`config.mk`:
```
export PLATFORM = sky130hd
export DESIGN_NAME = dice_turn_receiver
export DESIGN_NICKNAME = d
export VERILOG_FILES = /design/src/rtl/dice_pkg.sv /design/src/rtl/color_step_lut.sv /design/src/rtl/dice_turn_receiver.sv
export SDC_FILE = /design/constraint.sdc
export NUM_CORES = 1
export LEC_CHECK = 0
export ABC_AREA = 1
export CAP_MARGIN = 20
export CORE_AREA = 2 2 83 85
export DETAILED_ROUTE_END_ITERATION = 6
export DIE_AREA = 0 0 85 87
export GPL_ROUTABILITY_DRIVEN = 0
export HOLD_SLACK_MARGIN = 0.15
export MAX_ROUTING_LAYER = met4
export PLACE_DENSITY = 0.83
export SLEW_MARGIN = 10
export SYNTH_ARGS = -nofsm -noshare
export SYNTH_HDL_FRONTEND = slang
export SYNTH_SLANG_ARGS = --single-unit
export TNS_END_PERCENT = 1
```
`constraint.sdc`:
```
create_clock -name clk -period 5.2 [get_ports clk]
set_input_delay 1.3 -clock clk [delete_from_list [all_inputs] [get_ports clk]]
set_output_delay 1.3 -clock clk [all_outputs]
set_load 0.05 [all_outputs]
```
`src/rtl/dice_pkg.sv`:
```
// Types shared between the dice turn receiver and the game FSM.
package dice_pkg;

    typedef enum logic [1:0] {
        NONE  = 2'd0,
        RED   = 2'd1,
        GREEN = 2'd2,
        BLUE  = 2'd3
    } color_e;

    typedef enum logic [1:0] {
        ARM        = 2'd0,
        WAIT_ROLL  = 2'd1,
        PRESENT    = 2'd2,
        WAIT_CLEAR = 2'd3
    } turn_state_e;

    localparam logic [7:0] REJECT_SAT = 8'hFF;

endpackage

```
`src/rtl/color_step_lut.sv`:
```
// Combinational dice color to step count mapping; NONE grants no steps.
module color_step_lut
    import dice_pkg::*;
#(
    parameter logic [2:0] RED_STEPS   = 3'd1,
    parameter logic [2:0] GREEN_STEPS = 3'd2,
    parameter logic [2:0] BLUE_STEPS  = 3'd3
) (
    input  color_e     color,
    output logic [2:0] steps
);

    always_comb begin
        steps = 3'd0;
        case (color)
            RED:     steps = RED_STEPS;
            GREEN:   steps = GREEN_STEPS;
            BLUE:    steps = BLUE_STEPS;
            default: steps = 3'd0;
        endcase
    end

endmodule

```
`src/rtl/dice_turn_receiver.sv`:
```
// Turns color detector pulses into one qualified move per roll, offers it to the
// game FSM on valid/ready, then waits for the table to clear and rotates players.
module dice_turn_receiver
    import dice_pkg::*;
#(
    parameter int          NUM_PLAYERS   = 2,
    parameter logic [15:0] MIN_CONF      = 16'd150,
    parameter logic [2:0]  RED_STEPS     = 3'd1,
    parameter logic [2:0]  GREEN_STEPS   = 3'd2,
    parameter logic [2:0]  BLUE_STEPS    = 3'd3,
    parameter logic [31:0] CLEAR_TIMEOUT = 32'd50_000_000,
    parameter int          PW            = $clog2(NUM_PLAYERS)
) (
    input  logic          clk,
    input  logic          reset_n,
    input  logic [1:0]    stable_color,
    input  logic          result_ready,
    input  logic          turn_end,
    input  logic          current_state_white,
    input  logic [15:0]   stable_confidence,
    output logic          move_valid,
    input  logic          move_ready,
    output logic [2:0]    move_steps,
    output logic [PW-1:0] move_player,
    output logic [PW-1:0] cur_player,
    output logic          stall,
    output logic [7:0]    reject_cnt,
    output logic [1:0]    state_dbg
);

    color_e          color_reg;
    logic            result_ready_reg;
    logic            turn_end_reg;
    logic            white_reg;
    logic [15:0]     conf_reg;

    turn_state_e     state_reg;
    logic            move_valid_reg;
    logic [2:0]      move_steps_reg;
    logic [PW-1:0]   move_player_reg;
    logic [PW-1:0]   cur_player_reg;
    logic            stall_reg;
    logic [7:0]      reject_cnt_reg;
    logic [31:0]     clear_cnt_reg;

    logic [2:0]      lut_steps;
    logic            roll_ok;
    logic [7:0]      reject_cnt_next;
    logic [31:0]     clear_cnt_next;
    logic [PW-1:0]   cur_player_next;

    color_step_lut #(
        .RED_STEPS  (RED_STEPS),
        .GREEN_STEPS(GREEN_STEPS),
        .BLUE_STEPS (BLUE_STEPS)
    ) u_lut (
        .color(color_reg),
        .steps(lut_steps)
    );

    always_comb begin
        roll_ok         = (color_reg != NONE) && (conf_reg >= MIN_CONF);
        reject_cnt_next = (reject_cnt_reg == REJECT_SAT) ? reject_cnt_reg : reject_cnt_reg + 8'd1;
        clear_cnt_next  = (clear_cnt_reg == CLEAR_TIMEOUT) ? clear_cnt_reg : clear_cnt_reg + 32'd1;
        cur_player_next = (cur_player_reg == PW'(NUM_PLAYERS - 1)) ? '0 : cur_player_reg + PW'(1);
    end

    always_ff @(posedge clk or negedge reset_n) begin
        if (!reset_n) begin
            color_reg        <= NONE;
            result_ready_reg <= 1'b0;
            turn_end_reg     <= 1'b0;
            white_reg        <= 1'b0;
            conf_reg         <= 16'd0;
            state_reg        <= ARM;
            move_valid_reg   <= 1'b0;
            move_steps_reg   <= 3'd0;
            move_player_reg  <= '0;
            cur_player_reg   <= '0;
            stall_reg        <= 1'b0;
            reject_cnt_reg   <= 8'd0;
            clear_cnt_reg    <= 32'd0;
        end else begin
            color_reg        <= color_e'(stable_color);
            result_ready_reg <= result_ready;
            turn_end_reg     <= turn_end;
            white_reg        <= current_state_white;
            conf_reg         <= stable_confidence;

            case (state_reg)
                ARM: begin
                    if (result_ready_reg)
                        reject_cnt_reg <= reject_cnt_next;
                    if (white_reg)
                        state_reg <= WAIT_ROLL;
                end
                WAIT_ROLL: begin
                    if (result_ready_reg) begin
                        if (roll_ok) begin
                            move_steps_reg  <= lut_steps;
                            move_player_reg <= cur_player_reg;
                            move_valid_reg  <= 1'b1;
                            state_reg       <= PRESENT;
                        end else begin
                            reject_cnt_reg <= reject_cnt_next;
                        end
                    end
                end
                PRESENT: begin
                    if (result_ready_reg)
                        reject_cnt_reg <= reject_cnt_next;
                    if (move_valid_reg && move_ready) begin
                        move_valid_reg <= 1'b0;
                        clear_cnt_reg  <= 32'd0;
                        stall_reg      <= 1'b0;
                        state_reg      <= WAIT_CLEAR;
                    end
                end
                WAIT_CLEAR: begin
                    if (result_ready_reg)
                        reject_cnt_reg <= reject_cnt_next;
                    if (turn_end_reg) begin
                        cur_player_reg <= cur_player_next;
                        clear_cnt_reg  <= 32'd0;
                        stall_reg      <= 1'b0;
                        state_reg      <= WAIT_ROLL;
                    end else begin
                        // counter parks at the timeout so stall stays up until turn_end
                        clear_cnt_reg <= clear_cnt_next;
                        stall_reg     <= (clear_cnt_next == CLEAR_TIMEOUT);
                    end
                end
                default: state_reg <= ARM;
            endcase
        end
    end

    assign move_valid  = move_valid_reg;
    assign move_steps  = move_steps_reg;
    assign move_player = move_player_reg;
    assign cur_player  = cur_player_reg;
    assign stall       = stall_reg;
    assign reject_cnt  = reject_cnt_reg;
    assign state_dbg   = state_reg;

endmodule
```
==> metrics.md, run 1 <==
| Metric | Value |
|---|---|
| Slowest-stage cell, CP | `clkdlybuf4s50_1` |
| Synth Area in Adders | `0.0261` |
| Post_cts resized | `0` |
| Pin count of the biggest net entering global routing | `47` |
| TritonCTS Buffers | `9` |
| Number of hold buffers added after CTS | `0` |
| Slew headroom | `0.447` |
| Post-CTS Setup Bufs | `0` |
| Min Clock Period, post-route | `around 3 ns` |
| Combinational family with the most area after synthesis | `simple AND/OR/NAND/NOR gates` |
| Global-route wire length before repair | `15,400 µm` |
| Setup TNS | `0 ns` |
| Area leader, netlist | `dfrtp_1` |
| Clock tree buffer depth | `2` |
| Area delta synth->final | `17.5%` |
| DR iter-0 viols | `300` |
| Core area | `roughly 6600 µm²` |
| Vias in the first global route | `3,399` |
| Hold Fails Final Rpt | `0` |
| Pwr Density | `between 300 and 400 nW/µm²` |
| Post-Synth XOR/XNOR Area | `0.0594` |
| Crit path max-delay family | `buffers and inverters` |
| Share of cells above drive strength 1 | `0.0832` |
| Area of the die | `between 7000 and 8000 µm²` |
| Simple-Gate Fraction of Synth Area | `0.323` |
| Router iterations before antenna repair | `4` |
| Synth Area per Inst | `7.44 µm²` |
| Drt drc | `0` |
| Worst hold margin | `~0.48 ns` |
| Cell chain of the critical path | `clkdlybuf4s50_1` |
| Critical Path RT | `3.90 ns` |
| Mux cell area share after synthesis | `0` |
| Die height | `87 µm` |
| CP peak stage delay | `~0.85 ns` |
| IR drop worst, VDD | `0.416 mV` |
| Total grt overflow | `0` |
| Max Cap Violations | `0` |
| Via count | `around 3,400` |
| Register area share after synthesis | `0.444` |
| Final wirelength | `just over 9000 µm` |
| Mapped Area | `between 3000 and 4000 µm²` |
| Max reg flops | `32` |
| CTS Sinks | `68` |
| Worst-path clk slew | `0.09 ns` |
| H-tree levels | `3` |
| Initial core utilization | `0.583` |
| Post-DRT Antenna Nets | `0` |
| FP Rows | `30` |
| Type of element launching the critical path | `register` |
| Actual slew at the worst max-slew pin | `slightly above 0.8 ns` |
| Pins Over Slew Limit | `0` |
| GRT Total Usage | `0.276` |
| Die Wd | `85 µm` |
| Critical Path Fanout Max | `6` |
| Syn nets | `~550` |
| Complex-gate fraction of the synthesized area | `0.0683` |
| Hold WC Path Type | `register to register` |
| Fmax | `roughly 0.34 GHz` |
| Port buffer count | `38` |
| CP Buf/Inv Count | `1` |
| Synth Instances | `around 500` |
| Via density | `between 5 and 6` |
| Synth cell types | `27` |
| Lkg Pwr | `approximately 2 nW` |
| Outcome | `complete, no violations` |
| IO Count | `about 40` |
| Yosys reg bits | `68` |
| Clock skew | `0.0125 ns` |
| Root Driver | `clkbuf_8` |
| Antenna cells | `0` |
| Unrepaired setup endpoints after global routing | `false` |
| Skew-Pair Late Insertion Delay | `~0.35 ns` |
| Final worst-path cycle share | `0.570` |
| Crit end category | `primary output` |
| CTS tree | `done` |
| Kind of critical path | `register to primary output` |
| Antenna violations before repair | `0` |
| Post-DP HPWL | `roughly 6600 µm` |
| Share of the synthesized area in the top cell type | `0.444` |
| Yosys Warn Count | `0` |
| Drt wl/cell | `14.1 µm` |
| Largest cells by area after synthesis | `dfrtp_1 (44%), nand2_1 (15%), nor2_1 (7.4%)` |
| Crit path DAT | `between 1.5 and 2 ns` |
| # setup viols final | `0` |
| Final net count | `about 590` |
## stage by stage
stage               instances  utilization  area, µm²  total power, mW  worst slack [ns]
finish                    645        0.685       4500             1.69              2.24
global placement          628        0.654       4300             1.25              2.04
floorplan                 515            -       3830             1.06              2.85
detailed placement        628        0.654       4300             1.27              1.97
CTS                       644        0.682       4480             1.69              2.23
global route              645        0.685       4500             1.78              2.16
## cells in the mapped netlist
master    count
inv_1        68
nand2_4       2
o31ai_1       1
clkbuf_1      6
a21oi_1       4
conb_1        1
o22ai_1      23
nor4_1        2
xnor2_1       1
nand3_2       2
dfrtp_1      68
buf_2         1
nor3_2        2
inv_2         2
nand2_1     151
nand3_1      24
nor2_2        7
nor3_1        4
nor2_4        3
buf_4         1
and2_1        1
nand2_2       7
nand4_1       7
ha_1          8
xor2_1       25
o21ai_0      18
nor2_1       76
## cell families (layout without fill, tap and decap cells)
family | Yosys count | count (layout)
AOI/OAI and AO/OA | 46 | 46
xor gates and xnor gates | 26 | 26
adders and majority gates | 8 | 8
buffers and inverters | 78 | 128
DFF | 68 | 68
other | 1 | 1
and+or+nand+nor | 288 | 288
## worst paths after layout
kind	from	endpoint	slack [ns]	cells past startpoint
min in group asynchronous	reset_n	clear_cnt_reg[28]	0.81	1
max	reject_cnt[0]	reject_cnt[0]	2.24	1
max reg2reg	state_dbg[0]	clear_cnt_reg[23]	2.85	8
max in group asynchronous	reset_n	reject_cnt[6]	3.57	3
min	stall	stall	0.48	2
min reg2reg	stall	stall	0.48	2
## layout by cell type, fill, tap and decap left out, drive strengths merged, types with 2 or more instances in the layout
cell type | synthesis | layout
nand2 | 160 | 160
nor2 | 86 | 86
inv | 70 | 72
dfrtp | 68 | 68
clkdlybuf4s50 | 0 | 37
nand3 | 26 | 26
xor2 | 25 | 25
o22ai | 23 | 23
o21ai | 18 | 18
clkbuf | 6 | 10
ha | 8 | 8
nand4 | 7 | 7
nor3 | 6 | 6
buf | 2 | 5
a21oi | 4 | 4
nor4 | 2 | 2
clkinvlp | 0 | 2
clkinv | 0 | 2
## tightest hold or removal path: cells and delay by family (launching register included)
kind / cells / cell delay [ns]
flops: 1 / 0.35
simple gates: 2 / 0.11
## final cells by class
cell class | instances | area, µm²
repair buffers | 42 | 418
multi-input cells | 369 | 1840
clock inverters | 6 | 46.3
inverters | 70 | 263
fillers | 531 | 2070
clock buffers | 10 | 138
well taps | 80 | 100
flip-flops and latches | 68 | 1700
## routing by layer
| layer | wire length (µm) | vias up | GRT usage |
|---|---|---|---|
| li1 | - | 1692 | - |
| met1 | 3890 | 1594 | 0.332 |
| met2 | 4430 | 108 | 0.445 |
| met3 | 464 | 26 | 0.0464 |
| met4 | 325 | 0 | 0.153 |
| met5 | 0 | - | - |
## where the power goes
group          switching (mW)  total (mW)  internal (mW)  leakage [nW]
Combinational           0.430       0.621          0.192          1.03
Sequential             0.0646       0.653          0.589         0.883
Clock                   0.229       0.418          0.189        0.0893
Total                   0.723        1.69          0.970          2.01
No activity file was read; power rests on OpenSTA's default activity.
==> run 2, diff against run 1 <==
--- a/config.mk
+++ b/config.mk
@@ -7,13 +7,13 @@
 export LEC_CHECK = 0
 export ABC_AREA = 1
 export CAP_MARGIN = 20
-export CORE_AREA = 2 2 83 85
+export CORE_AREA = 2 2 90 92
 export DETAILED_ROUTE_END_ITERATION = 6
-export DIE_AREA = 0 0 85 87
+export DIE_AREA = 0 0 92 94
 export GPL_ROUTABILITY_DRIVEN = 0
 export HOLD_SLACK_MARGIN = 0.15
 export MAX_ROUTING_LAYER = met4
-export PLACE_DENSITY = 0.83
+export PLACE_DENSITY = 0.75
 export SLEW_MARGIN = 10
 export SYNTH_ARGS = -nofsm -noshare
 export SYNTH_HDL_FRONTEND = slang
==> constraint.sdc (replaced) <==
create_clock -name clk -period 2.6 [get_ports clk]
set_input_delay 0.65 -clock clk [delete_from_list [all_inputs] [get_ports clk]]
set_output_delay 0.65 -clock clk [all_outputs]
set_load 0.05 [all_outputs]
==> run 2 against run 1 <==
Net effect:
- register-to-register slack got worse by 2.4 ns
- sequential share of layout area decreased by 0.67 points
- clock skew increased by 0.0015 ns
- largest power group unchanged
- sequential cell count unchanged
- worst setup slack got worse by 1.9 ns
- cell area increased by 1.8%
- hold slack got worse by 0.16 ns
- core utilization decreased by 8.3 points
- final cell count increased by 4.0%
- largest cell class unchanged
- clock power increased by 120%
- die area increased by 17%
==> metrics.md, run 2 (synthesis results as in run 1) <==
| Metric | Value |
|---|---|
| Hold WC Path Type | `primary input to async pin` |
| Fmax | `roughly 0.43 GHz` |
| CP Buf/Inv Count | `1 (unchanged)` |
| Post-DRT Antenna Nets | `0 (unchanged)` |
| Crit end category | `primary output` |
| Max reg flops | `32 (unchanged)` |
| Inst Count DP | `655 (+4.3%)` |
| Max Cap Violations | `0 (unchanged)` |
| Unrepaired setup endpoints after global routing | `false` |
| Area delta synth->final | `19.6%` |
| Total grt overflow | `0 (unchanged)` |
| Sw Ratio | `0.413 (-0.0138)` |
| Drt wl/cell | `13.2 µm (-6.6%)` |
| Antenna cells | `0 (unchanged)` |
| Min Clock Period, post-route | `~2.3 ns` |
| IO Count | `41 (unchanged)` |
| Slowest-stage cell, CP | `clkdlybuf4s50_1` |
| CP peak stage delay | `0.85 ns (about the same)` |
| Router iterations before antenna repair | `6 (+2)` |
| CTS tree | `done` |
| Skew-Pair Late Insertion Delay | `0.36 ns (about the same)` |
| Combinational share of power | `0.361 (-0.006)` |
| Root Driver | `clkbuf_8` |
| Port buffer count | `38 (unchanged)` |
| Post-CTS Setup Bufs | `0 (unchanged)` |
| Most frequent cells in the layout | `nand2_1 (151), nor2_1 (76), inv_1 (68), dfrtp_1 (68), clkdlybuf4s50_1 (37)` |
| TritonCTS Buffers | `9 (unchanged)` |
| Kind of critical path | `register to primary output` |
| GRT Total Usage | `0.231 (-0.0455)` |
| Post-DP HPWL | `6690 µm (+1.4%)` |
| FP Rows | `32 (+6.7%)` |
| Cell chain of the critical path | `clkdlybuf4s50_1` |
| IR drop worst, VDD | `0.659 mV (+58%)` |
| DR iter-0 viols | `249 (-17%)` |
| Final net count | `596 (+0.68%)` |
| Actual slew at the worst max-slew pin | `0.674 ns (-0.154 ns)` |
| Seq pwr share | `0.374 (-0.012)` |
| Finished Layout Cells | `671 (+4.0%)` |
| Die Wd | `92 µm (+8.2%)` |
| Via density | `5.06 (-4.5%)` |
| Critical Path RT | `1.95 ns (-1.95 ns)` |
| Drt drc | `0 (unchanged)` |
| Clk pwr share | `0.265 (+0.018)` |
| Area of the die | `8650 µm² (+17%)` |
| Pwr Density | `762 nW/µm² (+100%)` |
| Final worst-path cycle share | `0.887` |
| Pins Over Slew Limit | `0 (unchanged)` |
| Clock skew | `0.0140 ns (+0.00148 ns)` |
| Number of hold buffers added after CTS | `0 (unchanged)` |
| Critical R2R Capture | `stall` |
| Critical Path Fanout Max | `6 (unchanged)` |
| Final wirelength | `8850 µm (-2.8%)` |
| Lkg Pwr | `2.04 nW (+1.6%)` |
| Worst-path clk slew | `0.09 ns (about the same)` |
| Outcome | `complete, no violations` |
| # setup viols final | `0 (unchanged)` |
| Crit path DAT | `1.66 ns (about the same)` |
| Share of cells above drive strength 1 | `0.0896 (+0.00645)` |
| H-tree levels | `3 (unchanged)` |
| Setup TNS | `0 ns (unchanged)` |
| Core area | `7610 µm² (+16%)` |
| Clock tree buffer depth | `2 (unchanged)` |
| R2r startpoint | `clear_cnt_reg[0]` |
| Reg2Reg Depth | `12 (+4)` |
| Setup slack on the worst flop-to-flop path | `0.50 ns (-2.35 ns)` |
| Pin count of the biggest net entering global routing | `29 (-38%)` |
| Global-route wire length before repair | `15,200 µm (-1.4%)` |
| Type of element launching the critical path | `register` |
| Via count | `3,397 (-0.67%)` |
| Crit path max-delay family | `buffers and inverters` |
| Switching pwr | `1.44 mW (+100%)` |
| Initial core utilization | `0.504 (-0.0796)` |
| Vias in the first global route | `3,425 (+0.76%)` |
| Die height | `94 µm (+8.0%)` |
| Slew headroom | `0.551 (+0.103)` |
| Commonest non-fill, non-tap cell in the layout | `nand2_1` |
| CTS Sinks | `68 (unchanged)` |
| Post_cts resized | `0 (unchanged)` |
| Int Pwr | `2.05 mW (+110%)` |
| Hold Fails Final Rpt | `0 (unchanged)` |
| Antenna violations before repair | `0 (unchanged)` |
[run 2: final cells by class]
class                           count  area [µm²]
Clock buffer                        9         124
Clock inverter                      7        83.8
Fill cell                         695        3020
Inverter                           70         263
Multi-Input combinational cell    369        1840
Sequential cell                    68        1700
Tap cell                          102         128
Timing Repair Buffer               46         448
[run 2: routing by layer]
metal	wire length, µm	up-vias	share of wire	global-route usage
met5	0	-	0	-
met3	524	19	0.059	0.0562
met2	4150	111	0.47	0.377
met1	3960	1557	0.45	0.280
met4	218	0	0.025	0.0858
li1	-	1710	-	-
[run 2: metrics by stage]
step / instance area, µm² / hold WS (ns) / setup WS, ns / power, mW / util
6_report: 4580 / 0.324 / 0.294 / 3.49 / 0.602
5_1_grt: 4580 / 0.360 / 0.233 / 3.68 / 0.602
4_1_cts: 4580 / 0.345 / 0.280 / 3.51 / 0.602
3_5_place_dp: 4380 / 0.478 / 0.352 / 2.58 / 0.575
3_3_place_gp: 4380 / 0.471 / 0.382 / 2.55 / 0.575
2_1_floorplan: 3830 / 0.354 / 0.569 / 2.13 / -
[run 2: worst max-delay path by stage]
stage | from | endpoint | slack, ns | depth (start not counted)
3_3_place_gp | move_ready | stall | 0.38 | 10
2_1_floorplan | state_dbg[0] | clear_cnt_reg[12] | 0.57 | 9
6_report | reject_cnt[4] | reject_cnt[4] | 0.29 | 1
3_5_place_dp | move_ready | stall | 0.35 | 10
5_1_grt | reject_cnt[4] | reject_cnt[4] | 0.23 | 1
4_1_cts | reject_cnt[4] | reject_cnt[4] | 0.28 | 1
[run 2: power by group through the flow]
stage | combinational [mW] | clock [mW] | sequential [mW]
after CTS | 1.26 | 0.944 | 1.31
after floorplan | 0.513 | 0 | 1.61
after detailed placement | 1.26 | 0 | 1.32
final | 1.26 | 0.925 | 1.31
after global placement | 1.23 | 0 | 1.32
after global routing | 1.37 | 0.988 | 1.32
